### src/rtl/fsm_sym_sequencer_pkg.sv
// Shared sizes and state encoding for the symbol sequencer and its program store.
package fsm_sym_sequencer_pkg;

   localparam int unsigned SEQ_DEPTH = 8;
   localparam int unsigned SEQ_SYM_W = 2;
   localparam int unsigned SEQ_IDX_W = 3;
   localparam int unsigned SEQ_LEN_W = SEQ_IDX_W + 1;

   typedef enum logic [1:0] {
      ST_IDLE  = 2'd0,
      ST_RUN   = 2'd1,
      ST_DRAIN = 2'd2,
      ST_FIN   = 2'd3
   } seq_state_t;

endpackage

### src/rtl/sym_store.sv
// Program storage: DEPTH entries of {symbol, expected}, one write port, one combinational read port.
module sym_store
   import fsm_sym_sequencer_pkg::*;
#(
   parameter int unsigned DEPTH = SEQ_DEPTH,
   parameter int unsigned SYM_W = SEQ_SYM_W
) (
   input  logic                 Clk,
   input  logic                 wr_en,
   input  logic [SEQ_IDX_W-1:0] wr_addr,
   input  logic [2*SYM_W-1:0]   wr_data,
   input  logic [SEQ_IDX_W-1:0] rd_addr,
   output logic [2*SYM_W-1:0]   rd_data_c
);

   logic [2*SYM_W-1:0] mem [DEPTH];

   // No reset: the program survives a sequencer reset.
   always_ff @(posedge Clk) begin
      if (wr_en) begin
         mem[wr_addr] <= wr_data;
      end
   end

   assign rd_data_c = mem[rd_addr];

endmodule

### src/rtl/fsm_sym_sequencer.sv
// Plays a stored symbol program into a Moore FSM and scores its outputs one cycle later.
module fsm_sym_sequencer
   import fsm_sym_sequencer_pkg::*;
#(
   parameter int unsigned DEPTH = SEQ_DEPTH,
   parameter int unsigned SYM_W = SEQ_SYM_W
) (
   input  logic                 Clk,
   input  logic                 Reset,
   input  logic                 WrEn,
   input  logic [SEQ_IDX_W-1:0] WrAddr,
   input  logic [SYM_W-1:0]     WrSym,
   input  logic [SYM_W-1:0]     WrExp,
   input  logic                 Start,
   input  logic [SEQ_LEN_W-1:0] Len,
   input  logic                 Abort,
   output logic [SYM_W-1:0]     SymOut,
   output logic                 SymValid,
   input  logic [SYM_W-1:0]     DutOut,
   output logic                 Busy,
   output logic                 Done,
   output logic [3:0]           ErrCount,
   output logic [SEQ_IDX_W-1:0] FirstErrIdx
);

   seq_state_t           state;
   logic [SEQ_LEN_W-1:0] len_q;
   logic [SEQ_LEN_W-1:0] cnt;
   logic [SYM_W-1:0]     exp_out;
   logic [SYM_W-1:0]     exp_chk;
   logic [SEQ_IDX_W-1:0] idx_out;
   logic [SEQ_IDX_W-1:0] idx_chk;
   logic                 chk_valid;
   logic [2*SYM_W-1:0]   rd_entry;
   logic [SYM_W-1:0]     rd_sym;
   logic [SYM_W-1:0]     rd_exp;
   logic [SEQ_LEN_W-1:0] len_clamped;
   logic                 mismatch;
   logic                 store_we;

   assign {rd_sym, rd_exp} = rd_entry;
   assign len_clamped      = (Len > SEQ_LEN_W'(DEPTH)) ? SEQ_LEN_W'(DEPTH) : Len;
   assign mismatch         = chk_valid && (DutOut != exp_chk);
   assign store_we         = WrEn && (state == ST_IDLE);

   // Read address is the issue count, which rests at 0 in IDLE so Start sees entry 0.
   sym_store #(
      .DEPTH (DEPTH),
      .SYM_W (SYM_W)
   ) u_sym_store (
      .Clk       (Clk),
      .wr_en     (store_we),
      .wr_addr   (WrAddr),
      .wr_data   ({WrSym, WrExp}),
      .rd_addr   (cnt[SEQ_IDX_W-1:0]),
      .rd_data_c (rd_entry)
   );

   always_ff @(posedge Clk) begin
      if (Reset) begin
         state       <= ST_IDLE;
         len_q       <= '0;
         cnt         <= '0;
         SymOut      <= '0;
         SymValid    <= 1'b0;
         Busy        <= 1'b0;
         Done        <= 1'b0;
         ErrCount    <= '0;
         FirstErrIdx <= '0;
         exp_out     <= '0;
         exp_chk     <= '0;
         idx_out     <= '0;
         idx_chk     <= '0;
         chk_valid   <= 1'b0;
      end else begin
         Done      <= 1'b0;
         // DutOut trails SymOut by one cycle, so the expectation is delayed to match.
         chk_valid <= SymValid;
         exp_chk   <= exp_out;
         idx_chk   <= idx_out;

         if ((state == ST_RUN || state == ST_DRAIN) && !Abort && mismatch) begin
            if (ErrCount == '0) begin
               FirstErrIdx <= idx_chk;
            end
            ErrCount <= ErrCount + 1'b1;
         end

         case (state)
            ST_IDLE: begin
               if (Start) begin
                  len_q       <= len_clamped;
                  ErrCount    <= '0;
                  FirstErrIdx <= '0;
                  Busy        <= 1'b1;
                  if (len_clamped == '0) begin
                     state <= ST_FIN;
                     Done  <= 1'b1;
                  end else begin
                     state    <= ST_RUN;
                     SymOut   <= rd_sym;
                     SymValid <= 1'b1;
                     exp_out  <= rd_exp;
                     idx_out  <= '0;
                     cnt      <= SEQ_LEN_W'(1);
                  end
               end
            end
            ST_RUN: begin
               if (Abort) begin
                  state    <= ST_IDLE;
                  SymOut   <= '0;
                  SymValid <= 1'b0;
                  Busy     <= 1'b0;
                  cnt      <= '0;
               end else if (cnt == len_q) begin
                  state    <= ST_DRAIN;
                  SymOut   <= '0;
                  SymValid <= 1'b0;
               end else begin
                  SymOut  <= rd_sym;
                  exp_out <= rd_exp;
                  idx_out <= cnt[SEQ_IDX_W-1:0];
                  cnt     <= cnt + 1'b1;
               end
            end
            ST_DRAIN: begin
               if (Abort) begin
                  state <= ST_IDLE;
                  Busy  <= 1'b0;
                  cnt   <= '0;
               end else begin
                  state <= ST_FIN;
                  Done  <= 1'b1;
               end
            end
            ST_FIN: begin
               state <= ST_IDLE;
               Busy  <= 1'b0;
               cnt   <= '0;
            end
            default: begin
               state <= ST_IDLE;
            end
         endcase
      end
   end

endmodule

### config.mk
export PLATFORM = sky130hd
export DESIGN_NAME = fsm_sym_sequencer
export DESIGN_NICKNAME = d
export VERILOG_FILES = /design/src/rtl/fsm_sym_sequencer_pkg.sv /design/src/rtl/sym_store.sv /design/src/rtl/fsm_sym_sequencer.sv
export SDC_FILE = /design/constraint.sdc
export NUM_CORES = 1
export LEC_CHECK = 0
export CORE_MARGIN = 4
export CORE_UTILIZATION = 37
export CTS_BUF_LIST = sky130_fd_sc_hd__clkbuf_4
export CTS_CLUSTER_DIAMETER = 30
export CTS_CLUSTER_SIZE = 16
export DETAILED_ROUTE_END_ITERATION = 8
export GPL_TIMING_DRIVEN = 0
export HOLD_SLACK_MARGIN = 0.1
export PLACE_DENSITY = 0.57
export SYNTH_ARGS = -nofsm -noshare
export SYNTH_HDL_FRONTEND = slang
export SYNTH_SLANG_ARGS = --single-unit
### constraint.sdc
create_clock -name Clk -period 5.7 [get_ports Clk]
set_clock_uncertainty 0.15 [all_clocks]
set_input_delay 1.14 -clock Clk [delete_from_list [all_inputs] [get_ports Clk]]
set_output_delay 1.14 -clock Clk [all_outputs]
set_load 0.005 [all_outputs]
Yosys cells after proc, flatten, opt, wreduce, memory -nomap -nowiden
Memories as Yosys holds them, arrays and structs flattened. A register that Yosys moved wholly into a read port is not among the register bits. Cells that the tools add are included.

$lt $le $gt $ge: 1. Equality and inequality tests: 13. Multiplexer cells: 51. Reductions and logical operators: 18. Add/sub/neg operators: 2.

Operator list (number): two-way mux 4 bit (9); two-way mux 3 bit (10); two-way mux 2 bit (13); one-hot mux 4 bit (4 select lines) (1); two-way mux 1 bit (11); inequality test 2 bit, second input constant (5); adder 4 x 1 -> 4 bit, second input constant (2); zero test 4 bit (2); one-hot mux 2 bit (2 select lines) (2); one-hot mux 2 bit (4 select lines) (1); AND reduction 4 bit (2); one-hot mux 3 bit (2 select lines) (1); AND reduction 2 bit (3); AND reduction 5 bit (1); == test 2 bit, second input constant (2); == test 4 bit (1); > comparator 4 bit, second input constant (1); logical AND 1 bit (4); one-hot mux 1 bit (2 select lines) (2); inequality test 3 x 2 -> 1 bit, second input constant (1); inequality test 3 bit, second input constant (1); one-hot mux 1 bit (3 select lines) (1); AND reduction 3 bit (1); == test 2 x 1 -> 1 bit, second input constant (1); 7 further kinds (7).

Word-level logic and storage cells: 100. Output and inout port bits: 12. Register bits after elaboration: 33. Memories kept: 1. Memory bits (writable): 32.

Memories: u_sym_store.mem (words 8, bits a word 4, read ports 1, clocked after memory_dff 1, write ports 1, RTL line sym_store.sv:16) `logic [2*SYM_W-1:0] mem [DEPTH];`.

Depth between registers and ports, before layout
Gate-level depths: netlist (run 1).

Depth in word-level cells: 8. Mapped depth: 6. Depth with buffers taken out: 6.

Cells and area by module
A second synthesis (run 1) with hierarchy kept.

Cell total of the unflattened synthesis: 223. Area total of the unflattened synthesis: 2894.0 um^2.

By module, submodules not included: fsm_sym_sequencer (cells each 164, times used 1, sequential area each 660.6 um^2, area each 1604.0 um^2); sym_store (cells each 59, times used 1, sequential area each 960.9 um^2, area each 1290.0 um^2).

Least setup slack after synthesis (run 1)
Ideal clock, no wire load.

Kind: input port to flip-flop. From: input Len[2]. To: register exp_out[0]. Path slack: 3.193 ns. Stages on the path: 4. Required time: 5.429 ns. Data arrival time: 2.236 ns. Setup time: 0.121 ns. Buffers on the path: 0. Cell sequence: nor4_1 o22ai_1 o211ai_4 mux2_4.

Longest elaborated chain between the ends: 5.

Ends and longest elaborated chain: start, declared (RTL line fsm_sym_sequencer.sv:15) `input logic [SEQ_LEN_W-1:0] Len,`; > comparator 4 bit (RTL line fsm_sym_sequencer.sv:42) `assign len_clamped = (Len > SEQ_LEN_W'(DEPTH)) ? SEQ_LEN_W'(DEPTH) : Len;`; two-way mux 4 bit (*) (RTL line fsm_sym_sequencer.sv:42); zero test 4 bit (*) (RTL line fsm_sym_sequencer.sv:96) `if (len_clamped == '0) begin`; inequality test 2 bit (no line) (*); AND reduction 5 bit (no line) (*); end signal, assigned (RTL line fsm_sym_sequencer.sv:103) `exp_out <= rd_exp;`; end signal, assigned (RTL line fsm_sym_sequencer.sv:122) `exp_out <= rd_exp;`; end, declared (RTL line fsm_sym_sequencer.sv:29) `logic [SYM_W-1:0] exp_out;`.

Every way passes the cells marked *; elsewhere a longest branch is shown, timed or not. A chain may end at the register's enable or synchronous reset.

Worst setup path in the final report (run 1)
From: input Start. To: register exp_out[1].

Longest elaborated chain between the ends: 2.

Ends and longest elaborated chain: start, declared (RTL line fsm_sym_sequencer.sv:14) `input logic Start,`; inequality test 2 bit (no line); AND reduction 5 bit (no line).

Every way passes these cells.

==> flow_metrics.py, run 1 <==
metrics = {
    "outcome": {
        "status": "completed",
    },
    "logic_synthesis": {
        "postSynthCellCount": 237,
        "synth-seq-cells": 68,
        "yosys_warnings": 0,
        "synthFlopType": "dfxtp_1",
        "async_flop_share_pct": 0,
        "synth_nets": 261,
        "ys_types": 46,
        "ys_seq_area_share_pct": 57.5,
        "avgSynthCellArea_um2": 12.3,
        "netlist_area_um2": 2920,
        "synth_edf_count": 32,
    },
    "timing": {
        "worst_pin_slew_ps": 732,
        "period_share_pct": 51.1,
        "hold_viol_final": 0,
        "fmax_mhz": 343,
        "finalSetupViolCount": 0,
        "rsz0062_at_grt": "false",
        "whs_ps": 324,
        "setup_slack_ps": 2790,
        "period_needed_ps": 2910,
        "finalSetupTns_ps": 0,
        "slew_violations": 0,
        "slew_headroom_pct": 50.6,
    },
    "clocking": {
        "cts_setup_buffers": 0,
        "cts-root-buf": "clkbuf_4",
        "cts_htree_levels": 3,
        "cts_resized": 0,
        "clockBufferDepth": 2,
        "cts_buffers": 9,
        "cts_tree": "built",
        "cts-hold-fix-buffers": 0,
        "cts.sinks": 68,
        "clock_latency_ps": 400,
        "cts.clk_slew.worst_paths_ps": 120,
    },
    "job": {
        "drv_cap": 0,
    },
    "finish": {
        "multi_input_area_um2": 1170,
        "n_fill_cell": 737,
        "stdcell_area_um2": 3520,
        "seq_area_um2": 1680,
        "n_antenna_cell": 0,
        "layout.nets": 301,
        "syn_to_final_growth_pct": 20.5,
        "layout-drive-gt1-share_pct": 9.57,
        "final_util_pct": 45.8,
    },
    "worst_setup_path": {
        "max_stage_delay_ps": 590,
        "cp-end-kind": "register",
        "cp.required_ps": 5850,
        "startpoint": "Start",
        "crit_fanout": 10,
        "slowest_stage": "clkdlybuf4s50_1",
        "path_class": "primary input to register",
        "arrival_ps": 3070,
        "worstSetupStartpointType": "primary input",
        "r2r_start": "state[0]",
        "cp_cell_sequence": "clkdlybuf4s50_1, nand2_1, o22ai_1, o211ai_4, mux2_4",
    },
    "die": {
        "start_util_pct": 38.0,
        "fp.dieArea_um2": 9390,
        "core_um2": 7690,
        "std_cell_rows": 32,
        "die_x_um": 96.9,
        "io_pins": 30,
        "die_h_um": 96.9,
    },
    "global_routing": {
        "gr-total-overflow": 0,
        "grt_max_degree": 13,
        "antenna_found_initial": 0,
        "track_usage_pct": 12.3,
        "grt_pass1_wl_um": 9240,
        "grt_pass1_vias": 1922,
    },
    "placement": {
        "place_ws_ps": 2370,
        "place_hpwl_um": 4030,
        "routabilityCongestion": 0.769,
        "dpl_cell_area_um2": 3340,
        "portBuffers": 29,
    },
    "power_and_ir_drop": {
        "ir_worst_vdd_uv": 126,
        "power.density_nw_per_um2": 376,
        "p_leak_nw": 1.23,
    },
    "route": {
        "dr.first_iter.drc_count": 50,
        "postRouteAntennaNets": 0,
        "vias": 1919,
        "wl_per_cell_um": 14.2,
        "routed_via_density": 5.00,
        "dr.pass1.iters": 4,
        "drc": 0,
        "wirelength_um": 5450,
    },
    "worst_hold_path": {
        "min-delay-path-class": "register to register",
        "min-delay-start": "idx_chk[0]",
    },
}
==> worst paths after layout <==
check	end	slack (ps)	cells after the start
setup / recovery	exp_out[1]	2790	5
hold reg to reg	FirstErrIdx[0]	320	2
setup reg to reg	u_sym_store.mem[5][2]	3370	5
hold / removal	FirstErrIdx[0]	320	2
==> state kept, by name (all words and copies together), names as in the netlist, 2 cells and up, named ones only <==
register / cells
ErrCount: 4
FirstErrIdx: 3
SymOut: 2
cnt: 4
exp_chk: 2
exp_out: 2
idx_chk: 3
idx_out: 3
len_q: 4
state: 2
u_sym_store.mem: 32
==> per-stage QoR <==
stage	power, mW	cells
floorplan	0.843	237
global placement	0.949	368
detailed placement	0.949	368
CTS	1.34	384
global route	1.41	384
finish	1.33	384
==> cell usage after synthesis, types with 6 or more instances <==
cell	count	area share, %
dfxtp_1	36	25
edfxtp_1	32	33
nor2_1	23	3.0
mux2i_1	18	6.2
inv_1	10	1.3
nor2b_1	10	2.1
nand2b_1	9	1.9
a21oi_1	7	1.2
xor2_1	7	2.1
ha_1	6	2.6
nand2_1	6	0.77
==> routing by layer <==
| metal | up-vias | GRT usage [%] | share of wire, % | wire length, µm |
|---|---|---|---|---|
| met5 | - | 0 | 0 | 0 |
| met4 | 0 | 5.51 | 1.7 | 90 |
| met3 | 9 | 3.53 | 3.9 | 210 |
| met2 | 35 | 20.0 | 48 | 2610 |
| met1 | 908 | 15.3 | 47 | 2540 |
| li1 | 967 | - | - | - |
==> report_power, final <==
group / internal, mW / switching [mW] / total (mW) / leakage (nW)
Clock: 0.221 / 0.171 / 0.392 / 0.0952
Combinational: 0.148 / 0.202 / 0.350 / 0.549
Sequential: 0.561 / 0.0241 / 0.585 / 0.582
Total: 0.930 / 0.397 / 1.33 / 1.23
==> cells by family (layout without fill, tap and decap cells) <==
| logic type | after synthesis | count (layout) | synth area share, % |
|---|---|---|---|
| buf+inv | 17 | 62 | 2.35 |
| simple gates | 69 | 69 | 12.6 |
| xor+xnor | 11 | 11 | 3.29 |
| mux | 25 | 25 | 10.7 |
| flops | 68 | 68 | 57.5 |
| fa+ha+maj | 6 | 6 | 2.57 |
| compound gates | 41 | 41 | 11.0 |
==> critical path: cells and delay by family <==
family          cells  cell delay (ps)
compound gates      2              720
mux                 1              340
buf+inv             1              590
simple gates        1              260
==> placed cells by master (no fill, tap or decap), types with 6 or more instances in the layout <==
cell type         n
nor2_1           23
nand2_1           6
edfxtp_1         32
xor2_1            7
dfxtp_1          36
a21oi_1           7
clkdlybuf4s50_1  29
ha_1              6
mux2i_1          18
nor2b_1          10
nand2b_1          9
clkbuf_4          9
inv_1            10
==> cell type report <==
class / instances / share of cell area [%]
Timing Repair Buffer: 29 / 8.24
Buffer: 7 / 0.887
Sequential cell: 68 / 47.7
Tap cell: 102 / 3.62
Inverter: 10 / 1.06
Clock inverter: 7 / 3.27
Multi-Input combinational cell: 152 / 33.3
Clock buffer: 9 / 1.92
Power figures use the tool's default switching activity.
==> run 2, diff against run 1 <==
==> constraint.sdc (replaced) <==
create_clock -name Clk -period 2.85 [get_ports Clk]
set_clock_uncertainty 0.15 [all_clocks]
set_input_delay 0.57 -clock Clk [delete_from_list [all_inputs] [get_ports Clk]]
set_output_delay 0.57 -clock Clk [all_outputs]
set_load 0.005 [all_outputs]
==> results of run 2 <==
Same layout as run 1 (identical final DEF). Status: completed.
Main changes from that run: setup slack after placement 2370 ps -> 92.4 ps; setup slack after layout 2790 ps -> 506 ps; register-to-register setup slack 3370 ps -> 520 ps; total power 1.33 mW -> 2.65 mW; worst IR drop on VDD 126 µV -> 253 µV
==> RTL change, RTL diff (flow settings as in run 2) <==
The 4 states of `seq_state_t` get a Gray code encoding in 2 bits.
--- a/src/rtl/fsm_sym_sequencer_pkg.sv
+++ b/src/rtl/fsm_sym_sequencer_pkg.sv
@@ -7,10 +7,10 @@
    localparam int unsigned SEQ_LEN_W = SEQ_IDX_W + 1;
 
    typedef enum logic [1:0] {
-      ST_IDLE  = 2'd0,
-      ST_RUN   = 2'd1,
-      ST_DRAIN = 2'd2,
-      ST_FIN   = 2'd3
+      ST_IDLE  = 2'b00,
+      ST_RUN   = 2'b01,
+      ST_DRAIN = 2'b11,
+      ST_FIN   = 2'b10
    } seq_state_t;
 
 endpackage
Function: same outputs for any inputs over 4 cycles, from zero or initial values and one cycle with Reset high; so few cycles prove little.
==> RTL change against run 2 <==
- synthesized cell count up 3.8%
- maximum frequency down 12%
- power down 2.9%
- setup slack worse by 310 ps
- final area up 1.5%
- first-iteration DRC count up 48%
- via count up 3.5%
- area after synthesis up 2.7%
- sequential cell count unchanged
- largest power group unchanged
- wire length up 4.9%
- critical endpoint is now u_sym_store.mem[3][3]$_DFFE_PP_
==> RTL change: results (changes against run 2) <==
clock latency on the worst-skew pair=420 ps (was 400 ps); DRC viols=0 (unchanged); I/O Buffers=29 (unchanged); Iteration-0 DRC Markers=74 (was 50); CTS root buffer=clkbuf_4 (unchanged); vias in the first global route=1,968 (was 1,922); clk buf depth=2 (unchanged); post-cts sizing count=0 (unchanged); max reg flops=32 (unchanged); # H-tree levels=3 (unchanged); Reg with most FFs=u_sym_store.mem (unchanged); setup bufs post-CTS=0 (unchanged); sequential share of the synthesized area=56.0% (was 57.5%); drt wl/cell=14.5 µm (was 14.2 µm); layout cells sized above 1=13.7% (was 9.57%); Net Count, Synth=270 (was 261); Pins Over Slew Limit=0 (unchanged); HP Class=reg -> reg (unchanged); Top FF cell, synth=dfxtp_1 (unchanged); status=complete, no violations (unchanged); gpl congestion=0.771 (was 0.769); global-route wire length before repair=9470 µm (was 9240 µm); crit-path max FO=10 (unchanged); CTS buffer count=9 (unchanged); Peak VDD IR=0.377 mV (was 0.253 mV); CP top delay family=buffers and inverters (was compound AO/OA/AOI/OAI gates); WP data arrival=2550 ps (was 2500 ps); CP max-delay cell=nor3_1 (was clkdlybuf4s50_1); ranking of synthesized cells by area=edfxtp_1 32%, dfxtp_1 24%, mux2i_1 4.7%, a21oi_1 3.0%, mux4_2 3.0% (was edfxtp_1 33%, dfxtp_1 25%, mux2i_1 6.2%, mux4_2 3.1%, nor2_1 3.0%); largest net degree at the start of global routing=13 (unchanged); GRT Util Overall=12.5% (was 12.3%); Post-synth top cells=36 x dfxtp_1, 32 x edfxtp_1, 18 x a21oi_1 (was 36 x dfxtp_1, 32 x edfxtp_1, 23 x nor2_1); Routed Antenna Nets=0 (unchanged); ys async rst share=0% (unchanged); diode count=0 (unchanged); count of cell types in the netlist=55 (was 46); leak pwr=1.21 nW (was 1.23 nW); Slew @ Worst Pin=648 ps (was 732 ps); slowest stage delay, CP=510 ps (was 590 ps); DR vias/cell=5.05 (was 5.00); First-pass DRT Iterations=4 (unchanged); initial antenna violation count=0 (unchanged); Clock Pin Slew Worst Setup and Hold Paths=120 ps (about the same); Syn. warnings=0 (unchanged); HPWL Detailed=4270 µm (was 4030 µm); final net count=310 (was 301); Post-synth EDFFs=32 (unchanged)
-- RTL change: cell types whose count changed after synthesis, moves of 4 or more --
| cell | change |
|---|---|
| nor2_1 | -7 |
| o21ai_0 | +5 |
| xor2_1 | -5 |
| nand3_1 | +7 |
| a21oi_1 | +11 |
| mux2i_1 | -4 |
| nand2_1 | +9 |
| xnor2_2 | +4 |
| nand2b_1 | -6 |
-- RTL change: worst min-delay path, stage by stage (launching register included) --
cell and delay, ps:
dfxtp_1 310, nand3_1 60, a21oi_1 50
-- RTL change: routing by layer --
layer,GRT usage [%],wire (µm),up-vias
met5,0,0,-
met4,4.15,74,0
met2,21.7,2840,38
li1,-,-,998
met3,4.36,311,9
met1,14.4,2490,941
-- RTL change: worst paths after layout --
kind | slack, ps | start | endpoint | depth (start not counted)
worst max register to register | 200 | state[0]$_SDFFE_PP0P_ | u_sym_store.mem[3][3]$_DFFE_PP_ | 6
worst max-delay path | 200 | state[0]$_SDFFE_PP0P_ | u_sym_store.mem[3][3]$_DFFE_PP_ | 6
worst min-delay path | 310 | idx_chk[0]$_SDFF_PP0_ | FirstErrIdx[0]$_SDFF_PP0_ | 2
worst min register to register | 310 | idx_chk[0]$_SDFF_PP0_ | FirstErrIdx[0]$_SDFF_PP0_ | 2
-- RTL change: where the power goes --
| part | switching, mW | internal, mW | total (mW) |
|---|---|---|---|
| clock | 0.345 | 0.353 | 0.698 |
| sequential | 0.0549 | 1.12 | 1.17 |
| combinational | 0.408 | 0.298 | 0.705 |
| total | 0.808 | 1.77 | 2.58 |
-- RTL change: logic make-up after synthesis --
logic type	after synthesis	share of synthesized area, %
fa+ha+maj	6	2.50
xor+xnor	7	3.04
buf+inv	16	2.38
flops	68	56.0
compound gates	52	13.7
simple gates	76	13.3
mux	21	9.05
-- RTL change: layout make-up --
cell class	instances	area (µm²)
Buffer	8	41.3
Multi-Input combinational cell	162	1250
Clock inverter	7	91.3
Sequential cell	68	1680
Timing Repair Buffer	29	290
Clock buffer	9	67.6
Tap cell	102	128
Fill cell	764	4230
Inverter	8	30.0
-- RTL change: stage by stage --
stage / setup WS [ps] / total power [mW] / std cells / area, µm²
after floorplan: 751 / 1.69 / 246 / 3000
after global placement: 192 / 1.90 / 377 / 3420
after detailed placement: 158 / 1.91 / 377 / 3420
after CTS: 205 / 2.61 / 393 / 3580
after global routing: 62.6 / 2.73 / 393 / 3580
final: 199 / 2.58 / 393 / 3580
